$ cat config.mk
export PLATFORM = sky130hd
export DESIGN_NAME = cz_flag_unit
export DESIGN_NICKNAME = d
export VERILOG_FILES = /design/src/rtl/cz_pkg.sv /design/src/rtl/cz_flag_stage.sv /design/src/rtl/cz_flag_unit.sv
export SDC_FILE = /design/constraint.sdc
export NUM_CORES = 1
export LEC_CHECK = 0
export CORE_MARGIN = 2
export CORE_UTILIZATION = 39
export DETAILED_ROUTE_END_ITERATION = 8
export GPL_ROUTABILITY_DRIVEN = 0
export PLACE_DENSITY = 0.71
export SKIP_CTS_REPAIR_TIMING = 1
export SYNTH_ARGS = -nofsm -noshare
export SYNTH_HDL_FRONTEND = slang
export SYNTH_SLANG_ARGS = --single-unit
$ cat constraint.sdc
create_clock -name clk -period 0.8 [get_ports clk]
set_input_delay 0.16 -clock clk [delete_from_list [all_inputs] [get_ports clk]]
set_output_delay 0.16 -clock clk [all_outputs]
set_load 0.01 [all_outputs]
$ cat src/rtl/cz_pkg.sv
// Shared types for the carry/zero flag pipeline.
//   cz_entry_t     : one in-flight flag write (MEM or WB slot)
//   CZ_ENTRY_RESET : empty/invalid entry
package cz_pkg;

    typedef struct packed {
        logic valid;
        logic c_we;
        logic z_we;
        logic c;
        logic z;
        logic ld_z;
    } cz_entry_t;

    localparam cz_entry_t CZ_ENTRY_RESET = '0;

endpackage

$ cat src/rtl/cz_flag_stage.sv
// One pipeline entry register for the flag unit.
//   clk_i   : clock
//   rst_i   : synchronous active-high reset (clears entry, beats stall)
//   stall_i : hold current entry
//   kill_i  : load an empty entry instead of d_i
//   d_i     : entry to capture
//   q_o     : registered entry
module cz_flag_stage
    import cz_pkg::*;
(
    input  logic      clk_i,
    input  logic      rst_i,
    input  logic      stall_i,
    input  logic      kill_i,
    input  cz_entry_t d_i,
    output cz_entry_t q_o
);

    cz_entry_t entry_q;
    cz_entry_t entry_d;

    always_comb begin
        entry_d = entry_q;
        if (!stall_i) begin
            entry_d = kill_i ? CZ_ENTRY_RESET : d_i;
        end
    end

    always_ff @(posedge clk_i) begin
        if (rst_i) begin
            entry_q <= CZ_ENTRY_RESET;
        end else begin
            entry_q <= entry_d;
        end
    end

    assign q_o = entry_q;

endmodule

$ cat src/rtl/cz_flag_unit.sv
// Carry/zero flag owner: tracks in-flight flag writes in MEM and WB,
// commits them at WB and forwards the newest values to EX.
//   clk, rst          : clock, synchronous active-high reset
//   stall, flush      : back-end freeze; kill of the EX instruction
//   ex_valid          : EX holds a live instruction
//   ex_c_we, ex_z_we  : EX instruction writes C / Z
//   ex_carry, ex_zero : ALU flag values
//   ex_ld_z           : EX load whose Z is resolved in MEM
//   mem_ld_zero       : zero test of load data while in MEM
//   carry, zero       : forwarded flags seen in EX
//   arch_carry/zero   : committed flags
//   pend_c, pend_z    : a write to C / Z is in MEM or WB
module cz_flag_unit
    import cz_pkg::*;
(
    input  logic clk,
    input  logic rst,
    input  logic stall,
    input  logic flush,
    input  logic ex_valid,
    input  logic ex_c_we,
    input  logic ex_z_we,
    input  logic ex_carry,
    input  logic ex_zero,
    input  logic ex_ld_z,
    input  logic mem_ld_zero,
    output logic carry,
    output logic zero,
    output logic arch_carry,
    output logic arch_zero,
    output logic pend_c,
    output logic pend_z
);

    cz_entry_t ex_entry;
    cz_entry_t mem_q;
    cz_entry_t mem_fwd;
    cz_entry_t wb_q;

    logic arch_c_q, arch_c_d;
    logic arch_z_q, arch_z_d;

    // ld_z only meaningful when the instruction actually writes Z
    always_comb begin
        ex_entry       = CZ_ENTRY_RESET;
        ex_entry.valid = ex_valid;
        ex_entry.c_we  = ex_c_we;
        ex_entry.z_we  = ex_z_we;
        ex_entry.c     = ex_carry;
        ex_entry.z     = ex_zero;
        ex_entry.ld_z  = ex_ld_z & ex_z_we;
    end

    cz_flag_stage u_mem (
        .clk_i   (clk),
        .rst_i   (rst),
        .stall_i (stall),
        .kill_i  (~ex_valid | flush),
        .d_i     (ex_entry),
        .q_o     (mem_q)
    );

    // Load Z resolves here; the merged value feeds both forwarding and WB
    always_comb begin
        mem_fwd = mem_q;
        if (mem_q.ld_z) begin
            mem_fwd.z = mem_ld_zero;
        end
    end

    cz_flag_stage u_wb (
        .clk_i   (clk),
        .rst_i   (rst),
        .stall_i (stall),
        .kill_i  (1'b0),
        .d_i     (mem_fwd),
        .q_o     (wb_q)
    );

    always_comb begin
        arch_c_d = arch_c_q;
        arch_z_d = arch_z_q;
        if (!stall && wb_q.valid) begin
            if (wb_q.c_we) arch_c_d = wb_q.c;
            if (wb_q.z_we) arch_z_d = wb_q.z;
        end
    end

    always_ff @(posedge clk) begin
        if (rst) begin
            arch_c_q <= 1'b0;
            arch_z_q <= 1'b0;
        end else begin
            arch_c_q <= arch_c_d;
            arch_z_q <= arch_z_d;
        end
    end

    always_comb begin
        if (mem_fwd.valid && mem_fwd.c_we)     carry = mem_fwd.c;
        else if (wb_q.valid && wb_q.c_we)      carry = wb_q.c;
        else                                   carry = arch_c_q;

        if (mem_fwd.valid && mem_fwd.z_we)     zero = mem_fwd.z;
        else if (wb_q.valid && wb_q.z_we)      zero = wb_q.z;
        else                                   zero = arch_z_q;
    end

    assign arch_carry = arch_c_q;
    assign arch_zero  = arch_z_q;
    assign pend_c     = (mem_q.valid & mem_q.c_we) | (wb_q.valid & wb_q.c_we);
    assign pend_z     = (mem_q.valid & mem_q.z_we) | (wb_q.valid & wb_q.z_we);

endmodule

Word level (Yosys, flattened, before mapping)
Index checks and enable logic that the tools add are counted.
{ "op_classes": {"eq_ne": 0, "n_bitwise": 9, "addsub": 0, "shift": 0, "order_cmp": 0, "n_reduce_logical": 8, "div": 0, "mux": 6, "mul": 0} }
{ "ops": {"columns": ["operator", "n"], "rows": [
  ["two-way mux 6 bit", 1],
  ["AND 1 bit", 5],
  ["logical AND 1 bit", 5],
  ["two-way mux 1 bit", 5],
  ["AND reduction 2 bit", 2],
  ["bitwise OR 1 bit", 3],
  ["zero test 1 bit", 1],
  ["NOT 1 bit", 1]
]} }
{ "totals": {"latch_bits": 0, "mem_bits_rw": 0, "wordCells": 36, "mem_count": 0, "romBits": 0, "regBits": 13} }

Logic depth before layout (Yosys ltp)
{ "depth": {"ltp_word": 3, "depth_mapped": 3, "depth_no_buf": 3} }

Hierarchy
Synthesis repeated with hierarchy kept, for this count alone.
{ "unflattened": {"cells_unflattened": 74, "hier_area_um2": 641.9} }
{ "modules_own_cells": {"columns": ["mod", "seq_area_each_um2", "area_per_inst_um2", "instances", "cells_per_inst"], "rows": [
  ["cz_flag_stage", 120.1, 236.5, 2, 25],
  ["cz_flag_unit", 40.0, 168.9, 1, 24]
]} }

Worst setup path before layout
OpenSTA, ideal clock, no wires.
{ "synth_path": {"kind": "flip-flop to output port", "from": "reg u_wb.entry_q, in the netlist u_wb.q_o[5]", "to": "out carry", "path_stages_with_launch": 4, "t_arrival_ns": 0.813, "path_slack_ns": -0.173, "path_cell_list": "dfxtp_1 nand2_1 mux2i_1 a21oi_1"} }
{ "synth_via": {"elab_chain_len": 3} }
{ "synth_lines": {"columns": ["item", "line", "source"], "rows": [
  ["start, declared", "cz_flag_stage.sv:19", "cz_entry_t entry_q;"],
  ["start signal, assigned", "cz_flag_stage.sv:33", "entry_q <= entry_d;"],
  ["logical AND 1 bit", "cz_flag_unit.sv:101", "else if (wb_q.valid && wb_q.c_we) carry = wb_q.c;"],
  ["two-way mux 1 bit", "cz_flag_unit.sv:101", null],
  ["two-way mux 1 bit", "cz_flag_unit.sv:100", "if (mem_fwd.valid && mem_fwd.c_we) carry = mem_fwd.c;"],
  ["end, declared", "cz_flag_unit.sv:27", "output logic carry,"]
]} }
No other way between the ends.

Final worst setup path
{ "layout_path": {"from": "reg u_wb.entry_q, in the netlist u_wb.q_o[5]", "to": "out zero"} }
{ "layout_via": {"elab_chain_len": 3} }
{ "layout_lines": {"columns": ["item", "line", "source"], "rows": [
  ["logical AND 1 bit", "cz_flag_unit.sv:105", "else if (wb_q.valid && wb_q.z_we) zero = wb_q.z;"],
  ["two-way mux 1 bit", "cz_flag_unit.sv:105", null],
  ["two-way mux 1 bit", "cz_flag_unit.sv:104", "if (mem_fwd.valid && mem_fwd.z_we) zero = mem_fwd.z;"],
  ["end, declared", "cz_flag_unit.sv:28", "output logic zero,"]
]} }
No other way between the ends.

==> impl_metrics.tcl <==
set metrics [dict create \
    status "finished, violations left" \
    violations "setup timing" \
    synth_cell_types 14 \
    fillers 98 \
    arrival_ns 1.14 \
    insertion_delay_ns 0.26 \
    max_cap_viol_count 0 \
    area_growth_pct 76.0 \
    crit_required_ns 0.64 \
    ctsRootBufferMaster "clkbuf_4" \
    slew_violations 0 \
    vias_per_cell 4.91 \
    startpoint_type "flop" \
    die_h_microns 41.5 \
    drt.antenna.violating_nets 0 \
    cpMostUsedCell "mux2i_1" \
    multi_input_area_sq_um 313 \
    synthCells 62 \
    setup_viol 10 \
    critPathBufInv 1 \
    grt_usage_pct 16.1 \
    wl_microns 1320 \
    drc 0 \
    wl_per_cell_microns 11.6 \
    cp_top_family "flip-flops" \
    n_antenna_cell 0 \
    hold_viol 0 \
    synth_nets 73 \
    max_slew_margin_pct 79.5 \
    final_common_cell "buf_4" \
    muxShareOfSynthArea_pct 16.4 \
    cpMaxStageDelayCell "dfxtp_4" \
    dp_worst_setup_slack_ns -0.746 \
    fmax_mhz 771 \
    clk_pin_slew_worst_paths_ns 0.08 \
    syn_avg_cell_area_sq_um 8.84 \
    die_area_sq_mm 0.00172 \
    std_cell_rows 13 \
    criticalPathCategory "flop to output pin" \
    fin_skew_ns 0.00114 \
    synthXorXnorAreaFrac_pct 0 \
    portBuffers 16 \
    p_leak_nw 0.470 \
    first_global_vias 531 \
    cts_tree "built" \
    vdd_ir_drop_max_v 0.00139 \
    grt_first_pass_wirelength_microns 2180 \
    synthAdderAreaFrac_pct 0 \
    grt_overflow 0 \
    grt_start_max_net_pins 14 \
    final-seq-area_sq_um 269 \
    yosys.area_share.simple_pct 21.9 \
    rsz0062_at_grt "yes" \
    crit_chain "nand2_4, mux2i_1, mux2i_1, buf_2" \
    fin_nets 111 \
    drive_above_1_share_pct 46.5 \
    worst_pin_slew_ns 0.307 \
    ys_seq_elements 13 \
    cts_buffer_depth 2 \
    yosysSeqAreaShare_pct 47.5 \
    synth_top_family_by_area "simple AND/OR/NAND/NOR gates" \
    numCtsBuffers 3 \
    cpPeakStageDelay_ns 0.37 \
    antenna_found_initial 0 \
    pin_count 17 \
    via_count 560 \
    dpl.hpwl_microns 966 \
    ys_warn_count 0 \
    whs_ns 0.259 \
    hold_class "input pin to flop" \
    period_minus_slack_ns 1.30 \
    start_util_pct 42.1 \
    die_w_microns 41.5 \
    clock_sinks 13 \
    post-route-util_pct 74.1 \
    p_per_area_mw_per_mm2 1280 \
    cts_max_level 1 \
    drtIter0Drc 6 \
    finalCritPeriodShare_pct 162 \
    final_cell_mix "buf_4, mux2i_1, nand2_1, dfxtp_1" \
    setup_slack_ns -0.496 \
    synth_compound_area_share_pct 10.5 \
    first_pass_iters 4 \
    setup_tns_ns -2.39 \
    netlist_area_sq_um 548 \
    crit_fanout 3 \
    finalPower_mw 1.23 \
    core_area_sq_mm 0.00130 \
    endpoint_kind "output pin" \
]
## tightest hold or removal path: stages
cell and delay [ns]:
dlymetal6s2s_1 0.14, nor2b_4 0.07, nand3_2 0.07, a21oi_2 0.05
## final timing paths
kind,start,to,slack [ns],cells after the start
setup / recovery,u_wb.q_o[5],zero,-0.50,4
hold / removal,flush,u_mem.q_o[3],0.26,4
setup reg to reg,u_wb.q_o[5],u_wb.q_o[5],-0.09,4
hold reg to reg,u_mem.q_o[1],u_mem.q_o[1],0.47,2
## registers in the layout, indices dropped and copies added (netlist names)
register / count
u_wb.q_o: 5
arch_carry: 1
arch_zero: 1
u_mem.q_o: 6
## cells in the mapped netlist
library cell	instances	area (sq um)
mux2i_1	9	90.1
o21ai_1	1	5.00
nor2_1	7	26.3
buf_2	1	5.00
buf_6	1	11.3
dfxtp_1	13	260
nand4_1	3	18.8
a21oi_1	8	40.0
inv_2	1	3.75
nand3_1	4	20.0
nor2b_4	1	13.8
nand2_1	11	41.3
a211oi_1	1	7.51
o21ai_0	1	5.00
## routing by layer
| metal | part of all wire (%) | routed length [microns] | vias up | global-route usage, % |
|---|---|---|---|---|
| met5 | 0 | 0 | - | 0 |
| met4 | 0 | 0 | 0 | 1.94 |
| met3 | 3.0 | 40 | 0 | 5.22 |
| met2 | 54 | 712 | 9 | 29.1 |
| met1 | 43 | 567 | 258 | 18.9 |
| li1 | - | - | 293 | - |
## power breakdown
| group | leakage [nW] | switching, mW | internal [mW] |
|---|---|---|---|
| Sequential | 0.108 | 0.00836 | 0.657 |
| Clock | 0.0150 | 0.206 | 0.193 |
| Combinational | 0.347 | 0.0679 | 0.102 |
| Total | 0.470 | 0.282 | 0.952 |
## kinds of logic (layout without fill, tap and decap cells)
kind of cell	after synthesis	in the layout
AO/OA/AOI/OAI	11	11
buffers and inverters	3	40
flip-flops	13	13
multiplexers	9	9
AND/OR/NAND/NOR	26	26
## final cells by class
| type | instances | share of cell area (%) |
|---|---|---|
| inverter | 1 | 0.649 |
| sequential | 13 | 27.9 |
| timing repair buffer | 35 | 34.4 |
| multi-input combinational | 46 | 32.4 |
| tap | 15 | 1.95 |
| clock buffer | 4 | 2.72 |
## metrics by stage
step,instances,cell area [sq um]
final,114,965
after global routing,114,965
after CTS,112,898
after detailed placement,108,872
after global placement,108,872
after floorplan,62,557
Power figures use the tool's default switching activity.
